[config.mk]
export PLATFORM = sky130hd
export DESIGN_NAME = game_tick_timer_flat
export DESIGN_NICKNAME = d
export VERILOG_FILES = /design/src/rtl/game_tick_timer_if.sv /design/src/rtl/game_tick_timer.sv /design/src/flat_wrapper.sv
export SDC_FILE = /design/constraint.sdc
export NUM_CORES = 1
export LEC_CHECK = 0
export ABC_CLOCK_PERIOD_IN_PS = 1650
export BUFFER_PORTS_ARGS = -buffer_cell sky130_fd_sc_hd__buf_2
export CAP_MARGIN = 20
export CORE_AREA = 5 5 42 44
export DETAILED_ROUTE_END_ITERATION = 6
export DIE_AREA = 0 0 47 49
export REMOVE_ABC_BUFFERS = 1
export SYNTH_ARGS = -nofsm -noshare
export SYNTH_HDL_FRONTEND = slang
export SYNTH_SLANG_ARGS = --single-unit
[constraint.sdc]
create_clock -name clock -period 1.65 [get_ports clock]
set_input_delay 0.165 -clock clock [delete_from_list [all_inputs] [get_ports clock]]
set_output_delay 0.165 -clock clock [all_outputs]
set_load 0.005 [all_outputs]
[src/rtl/game_tick_timer_if.sv]
// Timer control/status bundle between the game FSM and game_tick_timer.
// Latency: none (wires only).
// Backpressure: none; start is a level request that the timer samples only when idle.
//
// master: game FSM side (drives start/duration/abort, observes status).
// slave : game_tick_timer side.
interface game_tick_timer_if #(
    parameter int DUR_W = 4
);
    logic             start;
    logic [DUR_W-1:0] duration;
    logic             abort;
    logic             tick;
    logic             busy;
    logic             done;
    logic [DUR_W-1:0] remaining;
    logic             stall;

    modport master (
        output start, duration, abort,
        input  tick, busy, done, remaining, stall
    );

    modport slave (
        input  start, duration, abort,
        output tick, busy, done, remaining, stall
    );
endinterface

[src/rtl/game_tick_timer.sv]
// Synchronizes game_clk, emits one-cycle ticks on its rising edges, and runs a tick-based duration timer.
// Latency: game_clk rise to tick = SYNC_STAGES+1 cycles; start to busy = 1 cycle; final tick to done = 1 cycle.
// Backpressure: none; start is ignored (not queued) unless the timer is idle.
//
// Ports:
//   clock, resetn (async, active-low)   board clock and reset
//   game_clk                            slow game clock, asynchronous to clock
//   tmr (game_tick_timer_if.slave)      start/duration/abort in; tick/busy/done/remaining/stall out
// Build option: define GAME_STALL_DETECT_EN to build the stalled-game_clk watchdog;
// otherwise stall is tied low.
module game_tick_timer #(
    parameter int SYNC_STAGES  = 2,        // must be >= 2
    parameter int DUR_W        = 4,
    parameter int STALL_CYCLES = 50000000
) (
    input  logic               clock,
    input  logic               resetn,
    input  logic               game_clk,
    game_tick_timer_if.slave   tmr
);

    localparam logic [31:0] STALL_LIM = 32'(STALL_CYCLES);

    typedef enum logic [1:0] {
        ST_IDLE = 2'd0,
        ST_RUN  = 2'd1,
        ST_DONE = 2'd2
    } state_t;

    // ------------------------------------------------------------------
    // game_clk synchronizer and rising-edge detect
    // ------------------------------------------------------------------
    logic [SYNC_STAGES-1:0] sync_q, sync_d;
    logic                   prev_q, prev_d;
    logic                   tick_q, tick_d;

    always_comb begin
        sync_d = {sync_q[SYNC_STAGES-2:0], game_clk};
        prev_d = sync_q[SYNC_STAGES-1];
        // prev clears on reset, so a game_clk already high at release yields one tick.
        tick_d = sync_q[SYNC_STAGES-1] & ~prev_q;
    end

    always_ff @(posedge clock or negedge resetn) begin
        if (!resetn) begin
            sync_q <= '0;
            prev_q <= 1'b0;
            tick_q <= 1'b0;
        end else begin
            sync_q <= sync_d;
            prev_q <= prev_d;
            tick_q <= tick_d;
        end
    end

    // ------------------------------------------------------------------
    // Duration timer FSM
    // ------------------------------------------------------------------
    state_t           state_q, state_d;
    logic [DUR_W-1:0] remaining_q, remaining_d;

    always_ff @(posedge clock or negedge resetn) begin
        if (!resetn) begin
            state_q     <= ST_IDLE;
            remaining_q <= '0;
        end else begin
            state_q     <= state_d;
            remaining_q <= remaining_d;
        end
    end

    always_comb begin
        state_d     = state_q;
        remaining_d = remaining_q;
        unique case (state_q)
            ST_IDLE: begin
                // A tick landing in the accept cycle is deliberately not counted:
                // counting only happens in RUN.
                if (tmr.start) begin
                    if (tmr.duration != '0) begin
                        remaining_d = tmr.duration;
                        state_d     = ST_RUN;
                    end else begin
                        remaining_d = '0;
                        state_d     = ST_DONE;
                    end
                end
            end
            ST_RUN: begin
                // abort beats a coincident terminating tick, so no done follows.
                if (tmr.abort) begin
                    remaining_d = '0;
                    state_d     = ST_IDLE;
                end else if (tick_q) begin
                    // <= 1 rather than == 1 keeps remaining from ever wrapping.
                    if (remaining_q <= DUR_W'(1)) begin
                        remaining_d = '0;
                        state_d     = ST_DONE;
                    end else begin
                        remaining_d = remaining_q - DUR_W'(1);
                    end
                end
            end
            ST_DONE: begin
                state_d = ST_IDLE;
            end
            default: begin
                state_d     = ST_IDLE;
                remaining_d = '0;
            end
        endcase
    end

    assign tmr.tick      = tick_q;
    assign tmr.busy      = (state_q == ST_RUN);
    assign tmr.done      = (state_q == ST_DONE);
    assign tmr.remaining = remaining_q;

    // ------------------------------------------------------------------
    // Stalled game_clk watchdog
    // ------------------------------------------------------------------
`ifdef GAME_STALL_DETECT_EN
    logic [31:0] stall_cnt_q, stall_cnt_d;
    logic        stall_q, stall_d;

    always_comb begin
        if (tick_q) begin
            stall_cnt_d = '0;
        end else if (stall_cnt_q >= STALL_LIM) begin
            stall_cnt_d = stall_cnt_q;
        end else begin
            stall_cnt_d = stall_cnt_q + 32'd1;
        end
        // Looking at the next count lets stall drop in the cycle right after a tick.
        stall_d = (stall_cnt_d >= STALL_LIM);
    end

    always_ff @(posedge clock or negedge resetn) begin
        if (!resetn) begin
            stall_cnt_q <= '0;
            stall_q     <= 1'b0;
        end else begin
            stall_cnt_q <= stall_cnt_d;
            stall_q     <= stall_d;
        end
    end

    assign tmr.stall = stall_q;
`else
    // The limit only matters when the watchdog is built.
    logic unused_stall_cfg;
    assign unused_stall_cfg = ^STALL_LIM;
    assign tmr.stall        = 1'b0;
`endif

endmodule

[src/flat_wrapper.sv]
// flat-port wrapper written by rule: the top's interface ports become plain ports
module game_tick_timer_flat 
#(
    parameter int SYNC_STAGES  = 2,                       
    parameter int DUR_W        = 4,
    parameter int STALL_CYCLES = 50000000
)
  (clock, resetn, game_clk, tmr_start, tmr_duration, tmr_abort, tmr_tick, tmr_busy, tmr_done, tmr_remaining, tmr_stall);
  game_tick_timer_if #(.DUR_W(DUR_W)) tmr_i ();
  input  logic clock;
  input  logic resetn;
  input  logic game_clk;
  input wire logic [$bits(tmr_i.start)-1:0] tmr_start;
  input wire logic [$bits(tmr_i.duration)-1:0] tmr_duration;
  input wire logic [$bits(tmr_i.abort)-1:0] tmr_abort;
  output wire logic [$bits(tmr_i.tick)-1:0] tmr_tick;
  output wire logic [$bits(tmr_i.busy)-1:0] tmr_busy;
  output wire logic [$bits(tmr_i.done)-1:0] tmr_done;
  output wire logic [$bits(tmr_i.remaining)-1:0] tmr_remaining;
  output wire logic [$bits(tmr_i.stall)-1:0] tmr_stall;
  assign tmr_i.start = tmr_start;
  assign tmr_i.duration = tmr_duration;
  assign tmr_i.abort = tmr_abort;
  assign tmr_tick = tmr_i.tick;
  assign tmr_busy = tmr_i.busy;
  assign tmr_done = tmr_i.done;
  assign tmr_remaining = tmr_i.remaining;
  assign tmr_stall = tmr_i.stall;
  game_tick_timer #(.SYNC_STAGES(SYNC_STAGES), .DUR_W(DUR_W), .STALL_CYCLES(STALL_CYCLES)) u_core (.clock(clock), .resetn(resetn), .game_clk(game_clk), .tmr(tmr_i));
endmodule
-- Yosys cells after proc, flatten, opt, wreduce, memory -nomap -nowiden
Index checks and enable logic that the tools add are counted.
Widths: inputs -> output; s select.
- output and inout bits: 8
- flip-flop bits (word level): 10
- input port bits: 9
- word-level logic and storage cells: 31
- multiplexer cells: 12
- bitwise operators: 3
- order comparisons: 1
- $add $sub $neg: 1
- reductions and logical operators: 4
- equal/unequal tests: 5
- operators by type and width (operator ; count):
    $mux 4 ; 5
    $pmux 4 s3 ; 1
    $mux 2 ; 5
    $ne 3x2->1 const B ; 2
    $reduce_and 3->1 ; 2
    $le 4x1->1 const B ; 1
    $pmux 2 s2 ; 1
    $reduce_bool 4->1 ; 1
    $sub 4x1->4 const B ; 1
    $eq 2x1->1 const B ; 1
    $eq 2x2->1 const B ; 1
    $logic_not 2->1 ; 1
    $ne 2x2->1 const B ; 1
    $not 1->1 ; 2
    $and 1x1->1 ; 1

-- Longest topological paths before layout
Gate-level depths: netlist of run 1.
- depth after elaboration: 5
- depth in mapped cells: 5
- gate-level depth less buffers: 5

-- Worst setup path before layout of run 1
No wires, ideal clock.
- kind: register to register
- start: register u_core.remaining_q[0] (netlist: u_core.tmr.remaining[0])
- end: register u_core.remaining_q[3] (netlist: u_core.tmr.remaining[3])
- buffers on the path: 0
- clock period less this slack: 1351 ps
- cell stages (with the launch flop): 6
- setup time: 87 ps
- data required time: 1563 ps
- data arrival time: 1264 ps
- setup slack: 299 ps
- cells stage by stage: dfrtp_1 -> inv_1 -> ha_1 -> or2_1 -> a21o_1 -> o211ai_1
- word-level cells in the longest chain between the ends: 5
- elaborated cells on any way between the ends: 6
- those cells by class: add/sub (1); order compare (1); mux (4)
- RTL lines (what ; RTL line ; source):
    start: declaration ; game_tick_timer.sv:60 ; logic [DUR_W-1:0] remaining_q, remaining_d;
    start signal: assignment ; game_tick_timer.sv:68 ; remaining_q <= remaining_d;
    $sub 4x1->4 / $le 4x1->1 (equally long branches) ; game_tick_timer.sv:100, game_tick_timer.sv:96 ;
    $mux 4 * ; game_tick_timer.sv:96 ; if (remaining_q <= DUR_W'(1)) begin
    $mux 4 * ; game_tick_timer.sv:94 ; end else if (tick_q) begin
    $mux 4 * ; game_tick_timer.sv:91 ; if (tmr.abort) begin
    $pmux 4 s3 * ; game_tick_timer.sv:75 ; unique case (state_q)
Every way passes the cells marked *; elsewhere a longest branch is shown, timed or not. The select of a mux whose other input is x is not followed.
A chain may end at the register's enable or synchronous reset.

-- Worst setup path after layout of run 1
Ends and elaborated chain as after synthesis.

==> metrics.txt, run 1 <==
outcome completed; total number of vias 434; Psw 0.277 mW; prevailing post-synth register cell dfrtp_1; full die area ~0.0023 mm2; CTS H-tree depth 1; CTS tree done; Finished Layout Cells 83; sw frac 34.7%; post-route cell area around 630 um2; final slew viol count 0; post-detail-place hpwl 824 um; Area Growth Syn to Fin 27.8%; largest net degree at the start of global routing 11; # resized after CTS 0; RSZ-0062 raised after global routing no; Worst slew margin 62.1%; Critical Path RT around 1.8 ns; Post-DP Area 589 um2; IO Pins 17; commonest cells in the netlist dfrtp_1 (10), nand2_1 (5), nand3_1 (4); most area-hungry cell type in the Yosys netlist dfrtp_1; clk slew on worst S/H paths 0.06 ns; total power 0.796 mW; final worst-path cycle share approximately 90%; Sink Count 10; Cell Area, Synth 494 um2; register area share after synthesis 50.6%; Site Rows 14; Critical Path Source Type register; Setup Fix Bufs, Post-CTS 0; Pint 0.519 mW; actual slew at the worst max-slew pin 0.567 ns; average wire per standard cell 12.6 um; Placer Congestion 0.839; combinational power share 35.9%; clk_skew 0.00303 ns; Post-synth ARST share 100%; count leader, synth dfrtp_1; ant diodes 0; Reg power frac 44.9%; grt ovf 0; MaxCap Viol Count 0; worst-case reg-to-reg path depth 5; WS Path Type reg2reg; Final #Nets 80; Die W around 47 um; CP endpoint kind register; Post-route DRC 0; Pre-Repair DR Iteration Count 4; layout cells sized above 1 29.9%; Final Setup Violations 0; global-route wire length before repair 1680 um; hold path cells 2; Max FO, Critical Path 6; fmax approximately 0.68 GHz; Die Y 49 um; arrival time at the worst endpoint 1.64 ns; Root Driver clkbuf_4; register bit total from synthesis 10; vias per inst around 5.2; Hold WC Path Type in2reg; gr usage total between 10 and 15%; Post-Place Worst Slack 0.185 ns; Synth area leaders dfrtp_1 (51%), ha_1 (5.1%), o211ai_1 (4.6%), nand3_1 (4.1%), nand2_1 (3.8%); syn avg cell area 10.5 um2; setup slack after layout 0.172 ns; Cell variety after synth 23; worst vdd ir 0.000758 V; final hold vios 0; Routed Antenna Nets 0; Mapped Cells 47; Port-buffer cells 15; Iter 0 DRT Violations 13; sum of negative setup slack 0 ns; clock tree buffer depth 2; Clk network pwr share 19.3%; Leak approximately 0.30 nW; worst skew pair latency 0.25 ns; final wirelength 1040 um; DP Cell Count 78; min cycle time layout 1.48 ns; vias in the first global route between 300 and 400; core area 0.00140 mm2; number of synthesized flops with an enable pin 0; # hold bufs at CTS 1; yosys warns 0; Synth top area share 50.6%; Starting Density 35.3%; cts bufs inserted 3; PD cells 1260 mW/mm2; initial antenna violation count 0
## placed cells by master (no fill, tap or decap), types with 2 or more instances in the layout
cell type / synthesis / routed
nor2b_1: 3 / 3
inv_1: 3 / 3
nor3_1: 2 / 2
nand2_1: 5 / 5
ha_1: 2 / 2
buf_2: 0 / 15
clkbuf_4: 0 / 3
o211ai_1: 3 / 3
dfrtp_1: 10 / 10
dlygate4sd3_1: 0 / 2
nand3_1: 4 / 4
## layer usage
metal | up-vias | global-route usage, % | part of all wire, %
met2 | 19 | 12.9 | 44
met1 | 205 | 14.5 | 45
met5 | - | 0 | 0
met3 | 0 | 7.01 | 11
met4 | 0 | 2.76 | 0
li1 | 210 | - | -
## critical path: stages (launching register included)
cell,delay [ns]
dfrtp_1,0.42
inv_1,0.07
ha_1,0.23
or2_1,0.27
a21o_1,0.22
o211ai_1,0.19
## sequential cells by signal (all words and copies together) (netlist names)
register and count:
u_core.sync_q 2, u_core.tmr.tick 1, u_core.tmr.remaining 4, u_core.state_q 2
u_core.prev_q 1
## final timing paths
path | slack, ns | from | end
max | 0.17 | u_core.tmr.remaining[0] | u_core.tmr.remaining[3]
min | 0.16 | tmr_duration[2] | u_core.tmr.remaining[2]
max reg2reg | 0.17 | u_core.tmr.remaining[0] | u_core.tmr.remaining[3]
min reg2reg | 0.35 | u_core.sync_q[0] | u_core.sync_q[1]
max in group asynchronous | 1.18 | resetn | u_core.tmr.remaining[3]
min in group asynchronous | 0.29 | resetn | u_core.prev_q
## power by group through the flow
stage | Clock, mW | Combinational [mW] | Sequential (mW)
CTS | 0.161 | 0.288 | 0.356
floorplan | 0 | 0.176 | 0.349
finish | 0.153 | 0.285 | 0.357
global placement | 0 | 0.279 | 0.358
global route | 0.174 | 0.320 | 0.367
detailed placement | 0 | 0.284 | 0.361
## cell type report
type	instances	area (um2)
clock buffer	3	22.5
fill	153	769
inverter	3	11.3
multi-input combinational	33	225
sequential	10	250
tap	16	20.0
timing repair buffer	18	103
## kinds of logic (layout without fill, tap and decap cells)
group	count (synthesis)	in the layout	share of synthesized area (%)
buffers and inverters	4	24	3.80
AND/OR/NAND/NOR	20	20	23.3
XOR/XNOR	1	1	1.77
AO/OA/AOI/OAI	9	9	14.7
other	1	1	0.759
adder cells (fa/ha/maj)	2	2	5.06
flip-flops	10	10	50.6
## metrics by stage
stage	hold slack, ns	util [%]
finish	0.161	45.1
global route	0.154	45.1
CTS	0.00693	44.4
detailed placement	0.0334	42.1
global placement	0.0277	42.1
floorplan	-0.131	-
Power figures use the tool's default switching activity.
==> run 2: changes to the inputs <==
- CTS_BUF_LIST: unset -> sky130_fd_sc_hd__clkbuf_8
==> metrics.txt, run 2 (synthesis gave the netlist of run 1 again) <==
Iter 0 DRT Violations 15; Area Growth Syn to Fin 29.6%; Final Setup Violations 0; HP Start game_clk; Die Y 49 um; clk slew on worst S/H paths 0.04 ns; Final #Nets 79; final wirelength 1040 um; r2r endpoint u_core.tmr.remaining[3]; outcome completed; final worst-path cycle share about 89%; largest net degree at the start of global routing 11; WS Path Type reg2reg; # hold bufs at CTS 1; MaxCap Viol Count 0; max incr delay on CP between 0.4 and 0.5 ns; Port-buffer cells 15; CP max-delay cell dfrtp_1; Critical Path Source Type register; sum of negative setup slack 0 ns; Starting Density a little over a third; worst vdd ir slightly above 0.0008 V; Sink Count 10; PD cells 1370 mW/mm2; Placer Congestion between 0.8 and 0.9; final hold vios 0; Max FO, Critical Path 6; hold path cells 1; layout cells sized above 1 30.3%; Root Driver clkbuf_8; vias in the first global route 385; average wire per standard cell 12.7 um; CTS H-tree depth 1; post-detail-place hpwl roughly 820 um; final slew viol count 0; full die area around 0.0023 mm2; ant diodes 0; Hold Path End u_core.sync_q[0]; Critical Path RT 1.79 ns; Pre-Repair DR Iteration Count 4; fmax 0.682 GHz; Leak 0.304 nW; grt ovf 0; Post-route DRC 0; clk_skew 0.00208 ns; core area 0.00140 mm2; worst reg2reg setup slack 0.18 ns; Worst slew margin 62.4%; global-route wire length before repair approximately 1700 um; Die W 47 um; Routed Antenna Nets 0; vias per inst roughly 5.2; CTS tree done; clock tree buffer depth 2; Setup Fix Bufs, Post-CTS 0; IO Pins 17; most frequent cells in the layout buf_2 (15), dfrtp_1 (10), nand2_1 (5); RSZ-0062 raised after global routing no; final hold slack 0.0457 ns; worst skew pair latency between 0.2 and 0.25 ns; # resized after CTS 0; Bufs and invs on worst path 1; worst-case reg-to-reg path depth 5; Site Rows 14; actual slew at the worst max-slew pin approximately 0.56 ns; initial antenna violation count 0; CP top delay family flip-flops; Post-Place Worst Slack 0.185 ns; leading cell type in the layout, fill and taps excluded buf_2; min cycle time layout 1.47 ns; gr usage total 10.4%; Hold WC Path Type in2reg; arrival time at the worst endpoint 1.60 ns; total number of vias approximately 430; CP endpoint kind register; FF-to-FF Start u_core.tmr.remaining[0]; Largest register FFs 4; critical path cell sequence inv_1 -> ha_1 -> or2_1 -> a21o_1 -> o211ai_1; setup slack after layout 0.183 ns; cts bufs inserted 3; post-layout util 45.7%
run 2: report_power, final:
group / internal, mW / leakage, nW / switching [mW]
sequential: 0.294 / 0.125 / 0.0638
combinational: 0.142 / 0.158 / 0.142
clock: 0.158 / 0.0216 / 0.0773
total: 0.594 / 0.304 / 0.283
run 2: layout make-up:
| class | instances | area, um2 |
|---|---|---|
| Fill cell | 153 | 761 |
| Sequential cell | 10 | 250 |
| Multi-Input combinational cell | 33 | 225 |
| Timing Repair Buffer | 17 | 92.6 |
| Clock buffer | 3 | 41.3 |
| Tap cell | 16 | 20.0 |
| Inverter | 3 | 11.3 |
run 2: metrics by stage:
| stage | cells | power [mW] | cell area, um2 |
|---|---|---|---|
| 4_1_cts | 82 | 0.889 | 641 |
| 5_1_grt | 82 | 0.941 | 641 |
| 3_5_place_dp | 78 | 0.645 | 589 |
| 2_1_floorplan | 46 | 0.526 | 487 |
| 6_report | 82 | 0.876 | 641 |
| 3_3_place_gp | 78 | 0.636 | 589 |
run 2: worst max-delay path by stage:
stage	from	end	slack, ns	cells after the start
after floorplan	u_core.tmr.remaining[0]	u_core.tmr.remaining[3]	0.30	5
after global placement	u_core.tmr.remaining[0]	u_core.tmr.remaining[1]	0.17	5
after detailed placement	u_core.tmr.remaining[0]	u_core.tmr.remaining[1]	0.18	5
after CTS	u_core.tmr.remaining[0]	u_core.tmr.remaining[1]	0.18	5
after global routing	u_core.tmr.remaining[0]	u_core.tmr.remaining[3]	0.08	5
final	u_core.tmr.remaining[0]	u_core.tmr.remaining[3]	0.18	5
run 2: metal layers:
metal | up-vias | global-route usage, % | share of wire (%)
met2 | 22 | 12.9 | 44
met1 | 198 | 14.5 | 44
met5 | - | 0 | 0
met4 | 0 | 2.76 | 0
li1 | 207 | - | -
met3 | 0 | 7.01 | 12
run 2: worst reg2reg max path: stages, from the launching register on:
cell and delay [ns]:
dfrtp_1 0.42, inv_1 0.07, ha_1 0.23, or2_1 0.27, a21o_1 0.21, o211ai_1 0.19
==> run 3: changes to the inputs <==
- BUFFER_PORTS_ARGS: -buffer_cell sky130_fd_sc_hd__buf_2 -> unset
- DONT_BUFFER_PORTS: unset -> 1
==> metrics.txt, run 3 (synthesis gave the netlist of run 1 again) <==
outcome completed; vias in the first global route 356; Setup Fix Bufs, Post-CTS 0; ant diodes 0; # resized after CTS 0; Pre-Repair DR Iteration Count 4; Area Growth Syn to Fin 20.8%; RSZ-0062 raised after global routing no; actual slew at the worst max-slew pin approximately 0.60 ns; core area 0.00140 mm2; CP endpoint kind register; final slew viol count 0; Post-route DRC 0; global-route wire length before repair 1640 um; post-detail-place hpwl 819 um; Routed Antenna Nets 0; Starting Density 35.3%; Die Y 49 um; worst-case reg-to-reg path depth 5; Sink Count 10; Iter 0 DRT Violations 8; clk slew on worst S/H paths 0.05 ns; initial antenna violation count 0; arrival time at the worst endpoint 1.60 ns; final worst-path cycle share 88.9%; Die W 47 um; CTS H-tree depth 1; Port-buffer cells 0; sum of negative setup slack 0 ns; Post-Place Worst Slack 0.193 ns; post-route cell area 597 um2; Hold WC Path Type in2reg; most frequent cells in the layout dfrtp_1 (10), nand2_1 (5), nand3_1 (4), clkbuf_8 (4); Final #Nets 66; Root Driver clkbuf_8; # hold bufs at CTS 2; setup slack after layout 0.184 ns; Leak between 0.2 and 0.3 nW; full die area 0.00230 mm2; cts bufs inserted 3; Worst slew margin 59.9%; min cycle time layout between 1 and 1.5 ns; fillers 149; total power between 0.9 and 1 mW; clk_skew 0.00473 ns; grt ovf 0; MaxCap Viol Count 0; Critical Path RT 1.78 ns; fmax 0.682 GHz; hold path cells 1; final hold vios 0; Placer Congestion 0.726; PD cells 1510 mW/mm2; average wire per standard cell 14.4 um; Largest register FFs 4; WS Path Type reg2reg; leading cell type in the layout, fill and taps excluded dfrtp_1; final wirelength 1010 um; Max FO, Critical Path 4; clock tree buffer depth 2; total number of vias 379; vias per inst between 5 and 6; worst vdd ir 0.000883 V; Site Rows 14; largest net degree at the start of global routing 11; IO Pins 17; Critical Path Source Type register; CTS tree done; Post-DP Area around 520 um2; worst skew pair latency 0.23 ns; gr usage total 9.70%; Final Setup Violations 0; layout cells sized above 1 13.0%
==> run 3: final cells by class <==
class                   instances  area [um2]  area share (%)
clock buffers                   4        55.1            9.22
inverters                       3        11.3            1.89
multi-input cells              33         225            37.7
flip-flops and latches         10         250            41.9
well taps                      16        20.0            3.35
repair buffers                  4        35.0            5.87
==> run 3: power breakdown <==
part	switching, mW	leakage, nW	internal [mW]
combinational	0.128	0.103	0.119
clock	0.0876	0.0288	0.209
sequential	0.0634	0.125	0.293
==> run 3: path summary, 6_finish.rpt <==
check | startpoint | end | slack (ns)
setup / recovery | u_core.tmr.remaining[1] | u_core.tmr.remaining[3] | 0.18
hold reg to reg | u_core.sync_q[0] | u_core.sync_q[1] | 0.35
hold / removal | tmr_duration[2] | u_core.tmr.remaining[2] | 0.08
setup reg to reg | u_core.tmr.remaining[1] | u_core.tmr.remaining[3] | 0.18
max in group asynchronous | resetn | u_core.tmr.remaining[3] | 1.06
min in group asynchronous | resetn | u_core.tmr.remaining[1] | 0.30
==> run 3: critical path: stages (launching register included) <==
cell      delay [ns]
dfrtp_1         0.40
inv_1           0.08
ha_1            0.20
or2_1           0.26
a21o_1          0.22
o211ai_1        0.21
==> run 3: routing by layer <==
| layer | up-vias | GRT usage (%) | share of wire, % |
|---|---|---|---|
| met5 | - | 0 | 0 |
| met4 | 0 | 1.38 | 0 |
| met3 | 0 | 5.90 | 9.3 |
| met2 | 17 | 12.9 | 47 |
| met1 | 180 | 13.7 | 44 |
| li1 | 182 | - | - |
==> run 3: per-stage QoR <==
stage	std cells	hold slack [ns]	util (%)
global route	70	0.0829	42.6
finish	70	0.0837	42.6
CTS	70	0.0821	42.6
detailed placement	64	-0.130	37.2
global placement	64	-0.130	37.2
floorplan	46	-0.131	-
